===== config.mk =====
export PLATFORM = sky130hd
export DESIGN_NAME = pad_output_arbiter
export DESIGN_NICKNAME = d
export VERILOG_FILES = /design/src/rtl/pad_arb_pkg.sv /design/src/rtl/rr_arbiter.sv /design/src/rtl/pad_output_arbiter.sv
export SDC_FILE = /design/constraint.sdc
export NUM_CORES = 1
export LEC_CHECK = 0
export ABC_AREA = 1
export CAP_MARGIN = 15
export CELL_PAD_IN_SITES_DETAIL_PLACEMENT = 1
export CELL_PAD_IN_SITES_GLOBAL_PLACEMENT = 1
export CORE_MARGIN = 8
export CORE_UTILIZATION = 27
export DETAILED_ROUTE_END_ITERATION = 10
export PLACE_DENSITY = 0.82
export SYNTH_ARGS = -nofsm -noshare
export SYNTH_HDL_FRONTEND = slang
export SYNTH_HIERARCHICAL = 1
export SYNTH_SLANG_ARGS = --single-unit
export TNS_END_PERCENT = 10

===== constraint.sdc =====
create_clock -name clk -period 3.5 [get_ports clk]
set_input_delay 0.7 -clock clk [delete_from_list [all_inputs] [get_ports clk]]
set_output_delay 0.7 -clock clk [all_outputs]
set_load 0.03 [all_outputs]

===== src/rtl/pad_arb_pkg.sv =====
// rtl/pad_arb_pkg.sv - shared types and pad-word field helpers for the pad output arbiter
package pad_arb_pkg;

    typedef enum logic [1:0] {
        ST_IDLE  = 2'd0,
        ST_SETUP = 2'd1,
        ST_HOLD  = 2'd2
    } pad_state_e;

    // Source-ID width; a 1-bit ID is kept even for degenerate requester counts.
    function automatic int pad_src_w(input int num_req);
        return (num_req <= 1) ? 1 : $clog2(num_req);
    endfunction

    function automatic int pad_payload_w(input int num_pads, input int num_req);
        return num_pads - 1 - pad_src_w(num_req);
    endfunction

    function automatic int pad_strobe_pos(input int num_pads);
        return num_pads - 1;
    endfunction

    // The ID field sits directly above the payload.
    function automatic int pad_id_lsb(input int num_pads, input int num_req);
        return pad_payload_w(num_pads, num_req);
    endfunction

    function automatic int pad_max(input int a, input int b);
        return (a > b) ? a : b;
    endfunction

endpackage


===== src/rtl/rr_arbiter.sv =====
// rtl/rr_arbiter.sv - combinational round-robin select starting just after last_grant
module rr_arbiter
    import pad_arb_pkg::*;
#(
    parameter int NUM_REQ = 4,
    parameter int SRC_W   = pad_src_w(NUM_REQ)
) (
    input  logic [NUM_REQ-1:0] valid_i,
    input  logic [SRC_W-1:0]   last_grant_i,
    output logic [NUM_REQ-1:0] grant_o,
    output logic [SRC_W-1:0]   grant_idx_o,
    output logic               any_o
);

    logic [SRC_W-1:0] idx;

    always_comb begin
        grant_o     = '0;
        grant_idx_o = '0;
        any_o       = 1'b0;
        idx         = '0;
        for (int i = 1; i <= NUM_REQ; i++) begin
            idx = SRC_W'((int'(last_grant_i) + i) % NUM_REQ);
            if (!any_o && valid_i[idx]) begin
                grant_o[idx] = 1'b1;
                grant_idx_o  = idx;
                any_o        = 1'b1;
            end
        end
    end

endmodule


===== src/rtl/pad_output_arbiter.sv =====
// rtl/pad_output_arbiter.sv - round-robin share of the output pad bus with setup/hold timed strobe
module pad_output_arbiter
    import pad_arb_pkg::*;
#(
    parameter int NUM_OUTPUT_PADS = 32,
    parameter int NUM_REQ         = 4,
    parameter int SETUP_CYCLES    = 2,
    parameter int HOLD_CYCLES     = 4,
    localparam int SRC_W          = pad_src_w(NUM_REQ),
    localparam int PAYLOAD_W      = NUM_OUTPUT_PADS - 1 - SRC_W
) (
    input  logic                           clk,
    input  logic                           rst_n,
    input  logic [NUM_REQ-1:0]             req_valid,
    input  logic [NUM_REQ*PAYLOAD_W-1:0]   req_data,
    output logic [NUM_REQ-1:0]             req_ready,
    output logic [NUM_OUTPUT_PADS-1:0]     output_out,
    output logic                           busy
);

    localparam int STROBE_POS = pad_strobe_pos(NUM_OUTPUT_PADS);
    localparam int ID_LSB     = pad_id_lsb(NUM_OUTPUT_PADS, NUM_REQ);
    localparam int CNT_W      = $clog2(pad_max(SETUP_CYCLES, HOLD_CYCLES) + 1);

    pad_state_e                 state_q, state_d;
    logic [CNT_W-1:0]           cnt_q, cnt_d;
    logic [SRC_W-1:0]           last_grant_q, last_grant_d;
    logic [NUM_OUTPUT_PADS-1:0] out_q, out_d;

    logic [NUM_REQ-1:0]         grant_oh;
    logic [SRC_W-1:0]           grant_idx;
    logic                       grant_any;
    logic [PAYLOAD_W-1:0]       sel_payload;

    rr_arbiter #(
        .NUM_REQ (NUM_REQ),
        .SRC_W   (SRC_W)
    ) u_rr_arbiter (
        .valid_i      (req_valid),
        .last_grant_i (last_grant_q),
        .grant_o      (grant_oh),
        .grant_idx_o  (grant_idx),
        .any_o        (grant_any)
    );

    assign sel_payload = req_data[int'(grant_idx)*PAYLOAD_W +: PAYLOAD_W];

    // Ready depends only on state and valid so requesters see no data-to-ready path.
    assign req_ready  = (state_q == ST_IDLE) ? grant_oh : '0;
    assign busy       = (state_q != ST_IDLE);
    assign output_out = out_q;

    always_comb begin
        state_d      = state_q;
        cnt_d        = cnt_q;
        last_grant_d = last_grant_q;
        out_d        = out_q;
        case (state_q)
            ST_IDLE: begin
                if (grant_any) begin
                    out_d[ID_LSB +: SRC_W]  = grant_idx;
                    out_d[0 +: PAYLOAD_W]   = sel_payload;
                    last_grant_d            = grant_idx;
                    cnt_d                   = CNT_W'(SETUP_CYCLES - 1);
                    state_d                 = ST_SETUP;
                end
            end
            ST_SETUP: begin
                if (cnt_q == '0) begin
                    out_d[STROBE_POS] = ~out_q[STROBE_POS];
                    cnt_d             = CNT_W'(HOLD_CYCLES - 1);
                    state_d           = ST_HOLD;
                end else begin
                    cnt_d = cnt_q - 1'b1;
                end
            end
            ST_HOLD: begin
                if (cnt_q == '0) begin
                    state_d = ST_IDLE;
                end else begin
                    cnt_d = cnt_q - 1'b1;
                end
            end
            default: begin
                state_d = ST_IDLE;
                cnt_d   = '0;
            end
        endcase
    end

    always_ff @(posedge clk or negedge rst_n) begin
        if (!rst_n) begin
            state_q      <= ST_IDLE;
            cnt_q        <= '0;
            last_grant_q <= SRC_W'(NUM_REQ - 1);
            out_q        <= '0;
        end else begin
            state_q      <= state_d;
            cnt_q        <= cnt_d;
            last_grant_q <= last_grant_d;
            out_q        <= out_d;
        end
    end

endmodule


* Yosys cells after proc, flatten, opt, wreduce, memory -nomap -nowiden
Cells that the tools add are included.
Operators by class: mux-type cells 37, bitwise logic cells 4, eq/ne operators 6, multiply operators 1, $add $sub $neg 5, shift operators 1, reductions and logical operators 17, order comparisons 8
Operators with widths (count):
- $shiftx A116 B8 Y29 | 1
- $mux W4 | 5
- $mux W2 | 7
- $lt A2 B3 Y1 const B | 4
- $mux W1 | 12
- $or A4 B4 Y4 | 3
- $mux W3 | 3
- $pmux W3 S3 | 1
- $bmux W1 S2 | 4
- $demux W1 S2 | 4
- $ge A2 B1 Y1 const B | 4
- $ne A2 B2 Y1 const B | 4
- $logic_and A1 B1 Y1 | 7
- $mul A2 B5 Y7 const B | 1
- $pmux W2 S3 | 1
- $reduce_and A2 Y1 | 3
- $add A2 B1 Y2 const B | 2
- $add A2 B2 Y2 const B | 2
- $logic_not A1 Y1 | 3
- $logic_not A3 Y1 | 1
- $reduce_and A3 Y1 | 1
- $sub A3 B1 Y3 const B | 1
- $eq A2 B1 Y1 const B | 1
- $eq A2 B2 Y1 const B | 1
- 3 further kinds | 3
Storage, ports and cells: register bits after elaboration 39, word-level logic and storage cells 84, input port bits 122, output and inout bits 37

* Logic depth before layout (Yosys ltp)
word-level depth 15, depth in mapped cells 18, gate-level depth less buffers 14

* Modules after synthesis
The synthesis kept the hierarchy.
Modules (own cells, without submodules):
- pad_output_arbiter | area each 2771.4 um^2, instances 1, cells each 478, sequential area each 978.4 um^2
- rr_arbiter | area each 535.5 um^2, instances 1, cells each 81, sequential area each 0.0 um^2

* Least setup slack after synthesis
Ideal clock, no wire load.
path type register to output, start reg last_grant_q[0], end out req_ready[0], arrival time 2.210 ns, setup slack 0.590 ns, cell stages (with the launch flop) 13, cell sequence dfstp_2 -> buf_6 -> inv_8 -> ha_1 -> inv_2 -> nand3_4 -> nand2_4 -> nor2_4 -> buf_6 -> nand4_1 -> nand3_1 -> inv_1 -> nor2_1
Between the ends: word-level cells in the longest chain between the ends 14, elaborated cells between the ends (all ways) 49, those cells by class add/sub: 4; order compare: 8; mux: 24; bitwise: 3; reduce/logical: 10
Ends and longest elaborated chain:
- start, declared | line pad_output_arbiter.sv:27 | logic [SRC_W-1:0] last_grant_q, last_grant_d;
- start signal, assigned | line pad_output_arbiter.sv:95 | last_grant_q <= SRC_W'(NUM_REQ - 1);
- start signal, assigned | line pad_output_arbiter.sv:100 | last_grant_q <= last_grant_d;
- branches (longest 12 deep; another with $lt A2 B3 Y1)
- $mux W4 * | line rr_arbiter.sv:24 | if (!any_o && valid_i[idx]) begin
- net grant_oh[0] | line pad_output_arbiter.sv:30 | logic [NUM_REQ-1:0] grant_oh;
- $mux W4 * | line pad_output_arbiter.sv:49 | assign req_ready = (state_q == ST_IDLE) ? grant_oh : '0;
- end, declared | line pad_output_arbiter.sv:16 | output logic [NUM_REQ-1:0] req_ready,
Mark *: on every way through the listed nets, which the timed path passes. The select of a mux whose other input is x is not followed.

* Final worst setup path
start reg last_grant_q[1], end out req_ready[2]
The elaborated chain is that of the path after synthesis.

==> results.txt <==
Flop and latch count out of synthesis: 39
Synth unique cells: 24
Top FF cell, synth: dfrtp_1
Mapped Cells: 559
TritonCTS clock tree: yes
Post-CTS setup buffers: 0
Hold path endpoint: output_out[17]
Yosys Warn Count: 6
CTS Sinks: 39
Nets: 836
IO Pins: 159
Number of synthesized flops with an enable pin: 0
Post-Syn Area per Cell: 5.916 µm²
Ant. Diodes: 0
Worst-case clock skew: 7.489 ps
Iter 0 DRT Violations: 128
Pwr dens: 1263 mW/mm²
Layout Cells excl Fill: 852
Worst-path fanout max: 12
Clock buffer count from CTS: 5
Crit path top cell by count: inv_1
Post-layout minimum cycle time: 3254 ps
Tcrit/Tclk final: 92.98%
FP Rows: 40
Area Growth Syn to Fin: 53.99%
Number of vias per cell: 4.635
Worst min-delay path class: reg -> reg
Reg2reg start: last_grant_q[1]
CTS clock-pin slew for the worst setup and hold paths: 60 ps
Startpoint types: register
Final hold vios: 0
Async SR Flop Fraction: 100.0%
Synth Cell Area: 0.003307 mm²
Fillers: 1,563
Leak: 0.002547 µW
Htree depth: 2
Setup WS pre-CTS: -37.90 ps
Core area: 0.01196 mm²
Worst Path Arrival: 2550 ps
Worst-Margin Slew: 925.0 ps
R2r endpoint: output_out[27]
Unrepaired setup endpoints after global routing: false
Hold WS: 483.6 ps
Crit path capture type: output pin
Worst Path Class, Setup: reg -> out
Sequential fraction of the synthesis area: 29.59%
Root Driver: clkbuf_16
WL final: 13.34 mm
First-pass GRT wire length: 21.42 mm
Vias: 3,949
CP Cell Sequence: inv_1, ha_1, inv_2, nand3_4, nand2_4, nor2_4, nand4_1, nand3_1, inv_1, nor2_1, clkbuf_2
Setup WS post-layout: 245.6 ps
Largest net degree at the start of global routing: 66
Detailed-route DRC error count: 0
Post-synth top area share: 28.00%
CTS max path bufs: 2
Port bufs: 158
Min-Delay Startpoint: output_out[17]
Half-perimeter wire length after placement: 10.58 mm
Max Slew Vio Count: 0
Status: finished, final reports clean
Fmax: 307.3 MHz
Ranking of synthesized cells by area: dfrtp_1 (28%), nand2_1 (24%), nor2_1 (15%), inv_1 (5.2%), o21ai_0 (4.4%)
CP peak stage delay: 640 ps
DR pass1 iterations: 4
Clock Latency Late Sink: 280 ps
Share of cells above drive strength 1: 6.099%
Die height: 126.7 µm
Routed Antenna Nets: 0
Hold path cells: 2
GRT Overall Usage: 16.47%
Vias in the first global route: 4,313
GRT overflow: 0
Post-synth top cells: nand2_1 (212), nor2_1 (129), inv_1 (46), dfrtp_1 (37), o21ai_0 (29)
Final core utilization: 42.57%
Max-cap violations: 0
Placed Area: 0.004967 mm²
Routability cong.: 0.8815
Slew HR: 38.34%
Worst reg-to-reg setup slack: 440 ps
Net Count, Synth: 691
Per-cell routed wire length: 15.65 µm
VDD IR-drop max: 584.9 µV
Worst path slowest cell: dfstp_2
Finish-stage setup viols: 0
Yosys top cell by area: dfrtp_1
Reg2reg path depth: 15
Placed cell count: 844
Die area: 0.01605 mm²
CP required: 2800 ps
Initial antenna violation count: 0
Die X: 126.7 µm
Initial core utilization: 27.65%
Most frequent cell after synthesis: nand2_1
Post-route cell area: 0.005092 mm²
==> cell usage in the layout (no fill, tap or decap), types with 2 or more instances in the layout <==
| master | n |
|---|---|
| inv_2 | 6 |
| nand2_1 | 212 |
| a21oi_1 | 7 |
| nand2_2 | 4 |
| nand2_4 | 4 |
| ha_1 | 10 |
| nand4_1 | 6 |
| o21ai_0 | 29 |
| clkbuf_2 | 4 |
| dfstp_2 | 2 |
| a21boi_0 | 4 |
| clkinvlp_4 | 2 |
| clkbuf_16 | 5 |
| nand3_4 | 2 |
| nor2_4 | 3 |
| o21ai_1 | 3 |
| buf_4 | 6 |
| inv_1 | 46 |
| nand3_1 | 25 |
| nor2_1 | 129 |
| dfrtp_1 | 37 |
| clkdlybuf4s50_1 | 153 |
==> kinds of logic (layout without fill, tap and decap cells) <==
kind of cell               after synthesis  count (layout)  synth area share [%]
buffers and inverters                   80             226                 11.58
AOI/OAI and AO/OA                       44              44                 6.962
DFF                                     39              39                 29.59
xor gates and xnor gates                 1               1                0.2649
and+or+nand+nor                        385             385                 47.82
adders and majority gates               10              10                 3.784
==> per-layer routing <==
metal  global-route usage (%)  up-vias  wire length [µm]
met3                    5.949       19              1042
li1                         -     1978                 -
met5                        0        -                 0
met1                    17.62     1827              5348
met2                    30.00      125              6723
met4                    4.269        0               221
==> area by class of cell <==
class | count | area, µm² | area share, %
clock buffer | 5 | 125.1 | 2.457
clock inverter | 3 | 20.02 | 0.3931
inverter | 53 | 206.4 | 4.054
multi-input combinational | 440 | 1957 | 38.43
sequential | 39 | 978.4 | 19.21
tap | 147 | 183.9 | 3.612
timing repair buffer | 165 | 1622 | 31.84
==> sequential cells by signal (all words and copies together), names as in the netlist <==
register	cells
cnt_q	3
last_grant_q	2
output_out	32
state_q	2
==> what timing repair did <==
| action | 4_1_cts | 5_1_grt |
|---|---|---|
| hold buffers | 0 | 0 |
| resized for setup | 4 | 8 |
| endpoints found under the setup margin | 4 | 4 |
==> per-stage QoR <==
step	total power, µW	setup TNS, ps
floorplan	4645	0
global placement	5891	0
detailed placement	6089	-109.0
CTS	6557	0
global route	7148	0
finish	6431	0
==> critical path, delay by kind of cell (launching register included) <==
kind	cells	cell delay (ps)
buffers and inverters	4	440
adder cells (fa/ha/maj)	1	380
flip-flops	1	640
AND/OR/NAND/NOR	6	800
==> worst max-delay path by stage <==
stage          cells after the start            start            to
5_1_grt                           11  last_grant_q[1]  req_ready[1]
3_3_place_gp                      11     req_valid[2]  req_ready[2]
3_5_place_dp                      11     req_valid[3]  req_ready[3]
6_report                          11  last_grant_q[1]  req_ready[2]
2_1_floorplan                     12  last_grant_q[0]  req_ready[0]
4_1_cts                           11  last_grant_q[1]  req_ready[3]
==> power by group <==
group          internal [µW]  total (µW)  switching (µW)
Combinational           1760        5110            3350
Sequential               712         874             161
Clock                    263         449             186
Total                   2740        6430            3700
Note: power is estimated with default switching activity, not from simulation.
==> RTL change (same flow settings) <==
The 3 states of `pad_state_e` get a one-hot encoding in 3 bits.
--- a/src/rtl/pad_arb_pkg.sv
+++ b/src/rtl/pad_arb_pkg.sv
@@ -1,10 +1,10 @@
 // rtl/pad_arb_pkg.sv - shared types and pad-word field helpers for the pad output arbiter
 package pad_arb_pkg;
 
-    typedef enum logic [1:0] {
-        ST_IDLE  = 2'd0,
-        ST_SETUP = 2'd1,
-        ST_HOLD  = 2'd2
+    typedef enum logic [2:0] {
+        ST_IDLE  = 3'b001,
+        ST_SETUP = 3'b010,
+        ST_HOLD  = 3'b100
     } pad_state_e;
 
     // Source-ID width; a 1-bit ID is kept even for degenerate requester counts.
Function: same outputs for any inputs over 4 cycles, from zero or initial values and one cycle with rst_n low; so few cycles prove little.
==> RTL change against the original RTL <==
Worst setup slack worse by 0.092 ns; clock power up 18%; final cell count down 6.1%; via count down 4.1%; wire length down 4.2%; largest power group unchanged; final area down 0.79%; total power up 2.5%; critical path depth unchanged; synthesized area down 1.8%; sequential cell count up 1; critical path type unchanged.
==> RTL change: results (changes against the original RTL) <==
The run gives 0.159 (-0.00548) as the global-route total usage across every layer. Share of flip-flops with an asynchronous set or reset: 1.00 (unchanged). Critical register-to-register path endpoint: output_out[10]$_DFFE_PN0P_. The minimum setup slack among reg-to-reg paths came out at 0.62 ns (+0.18 ns). The tools report the launch point of the worst hold path as output_out[31]$_DFFE_PN0P_.

The tools report the global-route wire length before repair as 20900 um (-2.5%). The count of distinct cell types in the synthesized netlist was 28 (+17%). The post-layout net count was 784 (-6.2%).

The flip-flop count of the largest register after layout is 32 (unchanged), and the detailed placement HPWL is 10100 um (-4.8%). The count of cells along the worst hold path came out at 1 (-1). The diode insertion count for antenna repair was 0 (unchanged). The most used flip-flop cell after synthesis is sky130_fd_sc_hd__dfrtp_1.

The number of warnings reported in the yosys synthesis log was 6 (unchanged). The run gives 0.00327 ns (-0.00422 ns) as the final setup skew. The worst setup path is of the flop to output port kind. By area the synthesized netlist is led by sky130_fd_sc_hd__dfrtp_1 29%, sky130_fd_sc_hd__nand2_1 17%, sky130_fd_sc_hd__nor2_1 15%, sky130_fd_sc_hd__o21ai_0 6.2%, sky130_fd_sc_hd__buf_6 4.5%. The flow ran to the end, and the final reports show no timing, DRC or antenna violations. The slew at the pin with the worst max-slew slack came out at 0.913 ns (-0.0121 ns). The length of the first detailed-routing pass in iterations was 4 (unchanged). The largest net degree at the start of global routing came out at 42 (-36%). By count the netlist is led by 147 x sky130_fd_sc_hd__nand2_1, 127 x sky130_fd_sc_hd__nor2_1, 40 x sky130_fd_sc_hd__o21ai_0. The filler cell count in the final layout was 1521 (-2.7%); the ratio of routed vias to standard cells was 4.73 (+2.1%).

The level count of the clock H-tree is 2 (unchanged), and the iteration-0 DRC count of the detailed router is 183 (+43%). The number of gates given a new drive strength after cts was 4 (unchanged); the clock slew seen by the registers of the worst setup and hold paths was 0.06 ns (about the same). The run gives -0.0574 ns (-0.0195 ns) as the worst setup timing slack at the placement stage. The number of antenna violations at the first check in global routing is 0 (unchanged), and the share of layout cells above drive strength 1 is 0.0842 (+0.0232). The net count after synthesis came out at 636 (-8.0%).

The via count of the first global-routing pass came out at 4233 (-1.9%). Start of the worst register-to-register path: last_grant_q[0]$_DFFE_PN1P_. The leakage power figure is 2.34 nW (-8.0%), and the number of buffers added by the clock tree synthesis step is 5 (unchanged). The number of buffers inserted by port buffering was 158 (unchanged). The logs give 2 (unchanged) for the maximum clock insertion buffer count and 12800 um (-4.2%) for the final wirelength. In this run the worst hold path is classified as flop to flop. The tools report the clock latency at the later pin of the worst-skew pair as 0.28 ns (about the same).

The worst hold path terminates at output_out[31]$_DFFE_PN0P_. The share of the yosys chip area belonging to registers was 0.309 (+0.0136); the data arrival at the endpoint of the critical path was 2.65 ns (+0.10 ns). Highest ir drop seen on vdd: 537 uV (-8.1%). The depth of the most critical reg-to-reg path is 14 (-1). The tree is rooted in a sky130_fd_sc_hd__clkbuf_16. The largest fanout on the critical path is 13 (+1). Final weighted congestion in routability-driven placement: 0.906 (+2.8%).
RTL change: cell count changes after synthesis, moves of 2 or more:
cell                       delta
sky130_fd_sc_hd__nand2_2     +10
sky130_fd_sc_hd__buf_4        -7
sky130_fd_sc_hd__o21ai_0     +11
sky130_fd_sc_hd__nor2_1       -2
sky130_fd_sc_hd__buf_6        +9
sky130_fd_sc_hd__clkbuf_1     +2
sky130_fd_sc_hd__inv_1       -29
sky130_fd_sc_hd__nand3_1      -2
sky130_fd_sc_hd__buf_2        -4
sky130_fd_sc_hd__o21ai_1     +19
sky130_fd_sc_hd__nand2_1     -65
RTL change: critical path, stage by stage, from the launching register on:
cell and delay [ns]:
sky130_fd_sc_hd__dfstp_2 0.58, sky130_fd_sc_hd__inv_8 0.07, sky130_fd_sc_hd__ha_1 0.38, sky130_fd_sc_hd__inv_2 0.10
sky130_fd_sc_hd__nand3_4 0.13, sky130_fd_sc_hd__nand2_4 0.08, sky130_fd_sc_hd__nor2_4 0.25, sky130_fd_sc_hd__nand4_1 0.13
sky130_fd_sc_hd__nand3_1 0.10, sky130_fd_sc_hd__inv_1 0.04, sky130_fd_sc_hd__nor2_1 0.09, sky130_fd_sc_hd__dlygate4sd2_1 0.41
RTL change: layout make-up:
type / count / area, um2 / share of cell area
multi-input cells: 413 / 1940 / 0.384
repair buffers: 168 / 1650 / 0.327
flip-flops and latches: 40 / 1000 / 0.199
well taps: 147 / 184 / 0.0364
clock buffers: 5 / 125 / 0.0248
inverters: 24 / 100 / 0.0198
clock inverters: 3 / 46.3 / 0.00916
RTL change: worst max path at each step:
stage          slack, ns      endpoint  cells past startpoint
5_1_grt            0.004  req_ready[1]                     11
4_1_cts             0.10  req_ready[2]                     11
3_3_place_gp        0.08  req_ready[1]                     11
2_1_floorplan       0.59  req_ready[0]                     12
3_5_place_dp       -0.06  req_ready[2]                     11
6_report            0.15  req_ready[3]                     11
RTL change: metal layers:
layer,up-vias,track usage,routed length [um]
li1,1883,-,-
met1,1788,0.169,5110
met2,98,0.299,6620
met3,18,0.0481,806
met4,0,0.0401,238
met5,-,0,0
RTL change: logic make-up after synthesis:
kind of cell	count (synthesis)	share of synthesized area
simple gates	326	0.431
buf+inv	51	0.0967
flops	40	0.309
compound gates	75	0.119
fa+ha+maj	10	0.0385
xor+xnor	2	0.00540
RTL change: where the power goes:
group | switching [mW] | internal [mW]
combinational | 3.34 | 1.82
sequential | 0.160 | 0.734
clock | 0.193 | 0.339
RTL change: per-stage QoR:
stage	util	area, um2	hold WS [ns]	power, mW	std cells
detailed placement	0.412	4890	0.473	6.18	792
floorplan	-	3250	0.404	4.77	504
CTS	0.426	5060	0.486	6.73	800
global placement	0.412	4890	0.461	5.95	792
global route	0.426	5050	0.501	7.34	800
finish	0.426	5050	0.481	6.59	800
